===== config.mk =====
export PLATFORM = sky130hd
export DESIGN_NAME = rv32_ifetch
export DESIGN_NICKNAME = d
export VERILOG_FILES = /design/src/rtl/rv32_ifetch.sv
export SDC_FILE = /design/constraint.sdc
export NUM_CORES = 1
export LEC_CHECK = 0
export CAP_MARGIN = 20
export CORE_MARGIN = 4
export CORE_UTILIZATION = 49
export CTS_BUF_LIST = sky130_fd_sc_hd__clkbuf_8
export CTS_CLUSTER_DIAMETER = 100
export DETAILED_ROUTE_END_ITERATION = 12
export PLACE_DENSITY = 0.79
export SLEW_MARGIN = 20
export SYNTH_ARGS = -nofsm -noshare
export SYNTH_HDL_FRONTEND = slang
export SYNTH_SLANG_ARGS = --single-unit
export TNS_END_PERCENT = 1

===== constraint.sdc =====
create_clock -name clk -period 1.7 [get_ports clk]
set_input_delay 0.34 -clock clk [delete_from_list [all_inputs] [get_ports clk]]
set_output_delay 0.34 -clock clk [all_outputs]
set_load 0.03 [all_outputs]

===== src/rtl/rv32_ifetch.sv =====
// rv32_ifetch -- RV32 instruction fetch unit.
// Fetches instructions with at most one request outstanding to instruction
// memory and buffers returned words in a 2-entry in-order FIFO of
// {instr, pc}. A redirect flushes the FIFO and restarts fetch. A request
// still in flight across a redirect is marked stale, and its response is
// dropped when it arrives.
// Ports:
//   clk, rst_n                    clock, async active-low reset
//   imem_req_valid/ready/addr     fetch request channel (addr = PC)
//   imem_rsp_valid/data           in-order fetch response channel
//   redirect_valid/pc             single-cycle flush and restart
//   instr_valid/ready, instr,     fetched instruction to decode
//   instr_pc
// Only XPR_LEN = 32 is supported.
module rv32_ifetch #(
  parameter int unsigned           XPR_LEN  = 32,
  parameter logic [XPR_LEN-1:0]    RESET_PC = 32'h0000_0000
) (
  input  logic               clk,
  input  logic               rst_n,
  output logic               imem_req_valid,
  input  logic               imem_req_ready,
  output logic [XPR_LEN-1:0] imem_req_addr,
  input  logic               imem_rsp_valid,
  input  logic [XPR_LEN-1:0] imem_rsp_data,
  input  logic               redirect_valid,
  input  logic [XPR_LEN-1:0] redirect_pc,
  output logic               instr_valid,
  input  logic               instr_ready,
  output logic [XPR_LEN-1:0] instr,
  output logic [XPR_LEN-1:0] instr_pc
);

  typedef enum logic [1:0] {S_REQ, S_WAIT, S_STALL} state_t;

  localparam logic [XPR_LEN-1:0] ALIGN_MASK = {{(XPR_LEN-2){1'b1}}, 2'b00};
  localparam logic [XPR_LEN-1:0] PC_RST     = RESET_PC & ALIGN_MASK;
  localparam logic [XPR_LEN-1:0] PC_STEP    = XPR_LEN'(4);

  state_t                   state_q, state_d;
  logic                     req_valid_q, req_valid_d;
  logic [XPR_LEN-1:0]       pc_q, pc_d;
  logic [XPR_LEN-1:0]       rsp_addr_q, rsp_addr_d;
  logic                     stale_q, stale_d;
  logic [1:0][XPR_LEN-1:0]  fifo_instr_q, fifo_instr_d;
  logic [1:0][XPR_LEN-1:0]  fifo_pc_q, fifo_pc_d;
  logic                     rd_ptr_q, rd_ptr_d;
  logic                     wr_ptr_q, wr_ptr_d;
  logic [1:0]               count_q, count_d;

  logic                     req_fire;
  logic                     rsp_fire;
  logic                     deq;
  logic                     push;
  logic                     outstanding_after;
  logic [1:0]               occ_with_push;

  always_comb begin
    state_d           = state_q;
    pc_d              = pc_q;
    rsp_addr_d        = rsp_addr_q;
    stale_d           = stale_q;
    fifo_instr_d      = fifo_instr_q;
    fifo_pc_d         = fifo_pc_q;
    rd_ptr_d          = rd_ptr_q;
    wr_ptr_d          = wr_ptr_q;
    count_d           = count_q;
    push              = 1'b0;
    outstanding_after = 1'b0;

    req_fire      = req_valid_q & imem_req_ready;
    rsp_fire      = imem_rsp_valid & (state_q == S_WAIT);
    deq           = (count_q != 2'd0) & instr_ready;
    occ_with_push = count_q + 2'd1 - {1'b0, deq};

    if (redirect_valid) begin
      // Redirect wins: flush everything, but a request accepted now (or
      // still in flight) keeps us in WAIT so its response can be dropped.
      outstanding_after = req_fire | ((state_q == S_WAIT) & ~imem_rsp_valid);
      if (req_fire) rsp_addr_d = pc_q;
      pc_d     = redirect_pc & ALIGN_MASK;
      stale_d  = outstanding_after;
      state_d  = outstanding_after ? S_WAIT : S_REQ;
      count_d  = 2'd0;
      rd_ptr_d = 1'b0;
      wr_ptr_d = 1'b0;
    end else begin
      unique case (state_q)
        S_REQ: begin
          if (req_fire) begin
            state_d    = S_WAIT;
            rsp_addr_d = pc_q;
            pc_d       = pc_q + PC_STEP;
          end
        end
        S_WAIT: begin
          if (rsp_fire) begin
            if (stale_q) begin
              // A stale response only exists after a flush, so the FIFO is empty.
              stale_d = 1'b0;
              state_d = S_REQ;
            end else begin
              push    = 1'b1;
              state_d = (occ_with_push < 2'd2) ? S_REQ : S_STALL;
            end
          end
        end
        S_STALL: begin
          if (deq) state_d = S_REQ;
        end
        default: state_d = S_REQ;
      endcase

      if (push) begin
        fifo_instr_d[wr_ptr_q] = imem_rsp_data;
        fifo_pc_d[wr_ptr_q]    = rsp_addr_q;
        wr_ptr_d               = ~wr_ptr_q;
      end
      if (deq) rd_ptr_d = ~rd_ptr_q;
      count_d = count_q + {1'b0, push} - {1'b0, deq};
    end

    req_valid_d = (state_d == S_REQ);
  end

  always_ff @(posedge clk or negedge rst_n) begin
    if (!rst_n) begin
      state_q      <= S_REQ;
      req_valid_q  <= 1'b0;
      pc_q         <= PC_RST;
      rsp_addr_q   <= '0;
      stale_q      <= 1'b0;
      fifo_instr_q <= '0;
      fifo_pc_q    <= '0;
      rd_ptr_q     <= 1'b0;
      wr_ptr_q     <= 1'b0;
      count_q      <= 2'd0;
    end else begin
      state_q      <= state_d;
      req_valid_q  <= req_valid_d;
      pc_q         <= pc_d;
      rsp_addr_q   <= rsp_addr_d;
      stale_q      <= stale_d;
      fifo_instr_q <= fifo_instr_d;
      fifo_pc_q    <= fifo_pc_d;
      rd_ptr_q     <= rd_ptr_d;
      wr_ptr_q     <= wr_ptr_d;
      count_q      <= count_d;
    end
  end

  assign imem_req_valid = req_valid_q;
  assign imem_req_addr  = pc_q;
  assign instr_valid    = (count_q != 2'd0);
  assign instr          = fifo_instr_q[rd_ptr_q];
  assign instr_pc       = fifo_pc_q[rd_ptr_q];

endmodule

==> results of run 1 <==
through the flow:
step	hold slack, ns	setup slack [ns]	std cells	TNS, ns	power [mW]
after floorplan	0.0444	-0.0197	654	-0.484	12.5
after global placement	0.273	-0.435	1068	-75.63	15.6
after detailed placement	0.279	-0.476	1068	-80.61	15.9
after CTS	0.376	-0.458	1102	-30.51	18.6
after global routing	0.394	-0.474	1110	-39.35	19.7
final	0.386	-0.412	1110	-29.43	18.6
power by group:
group / internal, mW / switching, mW
logic: 4.32 / 4.34
registers: 6.28 / 0.978
clock network: 1.19 / 1.53
metal layers:
layer	GRT usage [%]	wire, um	share of wire, %
met2	36.1	10500	50
met5	2.01	0	0
met3	5.16	1210	5.8
met4	5.15	221	1.1
met1	27.6	8990	43
state kept, by name (all words and copies together) (netlist names):
register / flops
fifo_instr_q: 64
rsp_addr_q: 30
stale_q: 1
imem_req_valid: 1
count_q: 2
fifo_pc_q: 60
wr_ptr_q: 1
rd_ptr_q: 1
imem_req_addr: 30
state_q: 2
worst max path at each step:
stage,start,end
finish,rd_ptr_q,instr_pc[3]
global route,rd_ptr_q,instr_pc[9]
CTS,rd_ptr_q,instr_pc[28]
detailed placement,redirect_valid,rsp_addr_q[27]
global placement,redirect_valid,rsp_addr_q[27]
floorplan,imem_req_addr[21],imem_req_addr[24]
repair_timing:
action / 4_1_cts / 5_1_grt
hold endpoints to repair: 32 / 0
setup endpoints to repair: 201 / 251
gates resized for setup: 279 / 39
gates cloned: 1 / 1
pin swaps: 9 / 3
setup buffers: 2 / 6
hold buffers: 1 / 0
area by class of cell:
class,instances,area [um2]
diodes,1,2.50
clock buffers,18,248
clock inverters,12,115
fillers,1256,5770
inverters,5,18.8
multi-input cells,415,3740
flip-flops and latches,192,4830
well taps,225,282
repair buffers,242,2410
critical path: stages (launching register included):
cell and delay [ns]:
dfrtp_2 0.39, buf_12 0.12, buf_12 0.16, mux2_2 0.36, clkdlybuf4s15_2 0.28
placed cells by master, fill, tap and decap left out, types with 9 or more instances in the layout:
| cell | instances |
|---|---|
| mux2_2 | 207 |
| dfrtp_1 | 172 |
| clkdlybuf4s50_1 | 66 |
| buf_4 | 60 |
| clkdlybuf4s15_2 | 58 |
| o21ai_0 | 24 |
| nand2_1 | 24 |
| buf_6 | 22 |
| dfrtp_2 | 20 |
| clkbuf_8 | 19 |
| nor2_1 | 18 |
| a31oi_1 | 14 |
| buf_2 | 13 |
| nand3_1 | 12 |
| or3_1 | 12 |
| buf_12 | 10 |
| xor2_1 | 9 |
| or4_1 | 9 |
logic make-up after synthesis:
| logic type | count (synthesis) | share of synthesized area [%] |
|---|---|---|
| adder cells (fa/ha/maj) | 3 | 0.429 |
| other | 1 | 0.0429 |
| XOR/XNOR | 13 | 1.30 |
| flip-flops | 192 | 54.9 |
| multiplexers | 215 | 27.7 |
| AO/OA/AOI/OAI | 63 | 4.45 |
| AND/OR/NAND/NOR | 117 | 8.35 |
| buffers and inverters | 47 | 2.83 |
==> flow_metrics.py, run 1 <==
metrics = {
    "floorplanning": {
        "ios": 168,
        "core-area_um2": 17400,
        "die_height_um": 142,
        "initial_core_util_pct": 50.2,
        "dieArea_um2": 20100,
        "die_w_um": 142,
        "rows": 48,
    },
    "cts": {
        "numCtsBuffers": 17,
        "clock-sinks": 192,
        "cts_tree": "built",
        "cts_buffer_depth": 2,
        "clock_latency_ns": 0.45,
        "htree_levels": 4,
        "clk_pin_slew_ns": 0.09,
        "root_buffer": "clkbuf_8",
    },
    "cells_and_area": {
        "final_area_um2": 11600,
        "post-route-util_pct": 66.9,
        "syn_to_final_growth_pct": 33.2,
        "final_nets": 946,
        "drive_gt1_share_pct": 51.5,
    },
    "power": {
        "vdd_drop_max_mv": 0.950,
        "p_per_area_nw_per_um2": 1600,
        "cellLeakagePower_nw": 5.14,
    },
    "sta": {
        "final-setup-viol-count": 133,
        "final_max_slew_viol_count": 0,
        "rsz0062_at_grt": "true",
        "min_period_ns": 2.11,
        "final.period_utilization_pct": 124,
        "fmax_ghz": 0.473,
        "timing.final.ws_setup_ns": -0.412,
        "hold_violations": 0,
        "skew_ns": 0.00945,
    },
    "logic_synthesis": {
        "ys_ff_latch": 192,
        "syn_area_um2": 8750,
        "synth-warning-count": 0,
        "ys.flop_type": "dfrtp_1",
        "yosysMostFrequentCell": "mux2_2",
        "synthTopCellsByArea": "dfrtp_1, mux2_2, o21ai_0",
        "syn_avg_cell_area_um2": 13.4,
        "synth_top_cell_by_area": "dfrtp_1",
        "synth_top_area_share_pct": 54.9,
        "seq_area_frac_synth_pct": 54.9,
        "synthCells": 651,
        "synth_common_cells": "mux2_2, dfrtp_1, nand2_1, o21ai_0",
        "async_reset_ff_share_pct": 100,
        "yosysUniqueCellTypes": 48,
        "synth_edf_count": 0,
    },
    "min_path": {
        "min_path_type": "input pin to asynchronous set/reset pin",
    },
    "placement": {
        "hpwl_um": 15100,
        "gp_congestion": 0.850,
        "buffer_ports.inserted": 161,
        "dpl_cell_area_um2": 11100,
    },
    "routing": {
        "drtIter0Drc": 297,
        "wl_per_cell_um": 18.8,
        "dr.pass1.iters": 5,
        "drt-total-wl_um": 20900,
        "drc": 0,
        "vias": 6065,
        "routed_via_density": 5.46,
        "ant_nets": 0,
    },
    "global_routing": {
        "grt_max_degree": 59,
        "antenna_found_initial": 1,
        "first_global_vias": 6612,
        "grtUsageTotal_pct": 21.3,
        "grt_overflow": 0,
        "grt_pass1_wl_um": 34100,
    },
    "status": {
        "status": "complete, but fails checks",
        "violations": "setup timing",
    },
    "critical_path": {
        "required_ns": 1.36,
        "timing.rr.start": "state_q[1]",
        "end_kind": "primary output",
        "path_max_fanout": 19,
        "r2r-end": "imem_req_addr[27]",
        "rrSetupSlack_ns": -0.16,
        "critPathLaunchType": "flop",
        "crit_arrival_ns": 1.77,
        "criticalPathCategory": "flop to primary output",
        "r2r_cells": 4,
    },
    "flow_run": {
        "drv_cap": 0,
    },
}
Note: power is estimated with default switching activity, not from simulation.
==> inputs of run 2 (changes only) <==
CORE_ASPECT_RATIO = 1.25   (was unset)
==> flow_metrics.py, run 2 (synthesis results as in run 1) <==
metrics = {
    "sta": {
        "fmax_ghz": 0.473,
        "skew_ns": 0.0187,
        "setup_tns_ns": -23.48,
        "min_period_ns": 2.12,
        "final_max_slew_viol_count": 0,
        "final-setup-viol-count": 89,
        "tightest_slew_ns": 0.527,
        "rsz0062_at_grt": "true",
        "timing.final.ws_setup_ns": -0.416,
        "slew_headroom_pct": 64.8,
        "final.period_utilization_pct": 124,
        "hold_violations": 0,
    },
    "placement": {
        "dpl_cell_area_um2": 11100,
        "hpwl_um": 15100,
        "post-place-ws_ns": -0.498,
        "buffer_ports.inserted": 161,
        "gp_congestion": 0.936,
    },
    "critical_path": {
        "crit_arrival_ns": 1.78,
        "cp_cell_sequence": "buf_12 > buf_12 > buf_8 > mux2_4 > buf_6",
        "slowest_stage": "dfrtp_2",
        "end_kind": "primary output",
        "criticalPathCategory": "flop to primary output",
        "critPathLaunchType": "flop",
        "required_ns": 1.36,
        "path_max_fanout": 6,
        "slowest_delay_ns": 0.43,
        "path_common_cell": "buf_12",
        "r2r_cells": 4,
    },
    "global_routing": {
        "grt_pass1_wl_um": 34200,
        "antenna_found_initial": 0,
        "grt_max_degree": 60,
        "grt_overflow": 0,
        "grtUsageTotal_pct": 21.5,
        "first_global_vias": 6554,
    },
    "cts": {
        "clk_pin_slew_ns": 0.10,
        "cts_buffer_depth": 2,
        "numCtsBuffers": 17,
        "htree_levels": 4,
        "clock_latency_ns": 0.47,
        "clock-sinks": 192,
        "cts_tree": "built",
        "root_buffer": "clkbuf_8",
    },
    "floorplanning": {
        "core-area_um2": 17500,
        "ios": 168,
        "rows": 54,
        "die_w_um": 128,
        "initial_core_util_pct": 50.0,
        "dieArea_um2": 20100,
        "die_height_um": 157,
    },
    "cells_and_area": {
        "reg_top3": "fifo_instr_q x64, fifo_pc_q x60",
        "syn_to_final_growth_pct": 31.3,
        "layout_commonest_cell": "mux2_2",
        "diodes": 0,
        "drive_gt1_share_pct": 50.2,
        "final_area_um2": 11500,
        "largest_register_ffs": 64,
        "final_cell_mix": "mux2_2, dfrtp_1, clkdlybuf4s50_1, buf_4, buf_2",
        "top_register": "fifo_instr_q",
        "final_nets": 940,
    },
    "routing": {
        "vias": 6108,
        "drt-total-wl_um": 21700,
        "routed_via_density": 5.54,
        "drc": 0,
        "ant_nets": 0,
        "drtIter0Drc": 339,
        "dr.pass1.iters": 4,
        "wl_per_cell_um": 19.7,
    },
    "flow_run": {
        "drv_cap": 0,
    },
    "status": {
        "violations": "setup timing",
        "status": "complete, but fails checks",
    },
    "min_path": {
        "min_path_type": "input pin to asynchronous set/reset pin",
    },
    "power": {
        "p_per_area_nw_per_um2": 1630,
        "cellLeakagePower_nw": 5.13,
        "vdd_drop_max_mv": 0.905,
    },
}
## run 2: final timing paths
kind                                  start                 to  slack, ns
setup / recovery                   rd_ptr_q       instr_pc[11]      -0.42
setup reg to reg                 state_q[0]  imem_req_addr[23]      -0.13
min in group clk            redirect_pc[27]  imem_req_addr[27]       0.43
max in group asynchronous             rst_n      fifo_pc_q[49]       0.69
hold / removal                        rst_n   fifo_instr_q[20]       0.43
hold reg to reg            fifo_instr_q[40]   fifo_instr_q[40]       0.51
## run 2: cell type report
cell class	count	area [um2]
fillers	1274	6020
inverters	5	18.8
clock buffers	17	234
flip-flops and latches	192	4830
clock inverters	14	191
multi-input cells	415	3740
repair buffers	236	2190
well taps	224	280
## run 2: per-stage QoR
step           hold WS [ns]  std cells  utilization, %  total power, mW
6_report              0.427       1103            65.6             18.7
5_1_grt               0.428       1103            65.6             19.7
4_1_cts               0.401       1099            66.3             18.9
3_5_place_dp          0.366       1067            63.2             15.9
3_3_place_gp          0.360       1067            63.2             15.5
2_1_floorplan        0.0444        654               -             12.5
## run 2: report_power, final
part	internal, mW	switching, mW
Clock	1.60	1.59
Sequential	6.28	0.980
Combinational	3.91	4.37
## run 2: layer usage
metal  wire, um  GRT usage, %
met4        322          7.26
met1       9250          27.7
met3       1260          4.38
met2      10900          36.5
met5          0             0
## run 2: what timing repair did
item                       CTS  global route
hold buffers                 1             0
cloned                       0             3
pin swaps                    8             3
hold endpoints to repair    51             0
gates resized for setup    228           120
buffers inserted             0             1
setup endpoints to repair  226           156
## run 2: critical path: cells and delay by family, from the launching register on
family / cells / cell delay [ns]
DFF: 1 / 0.43
muxes: 1 / 0.30
buffers and inverters: 4 / 0.58
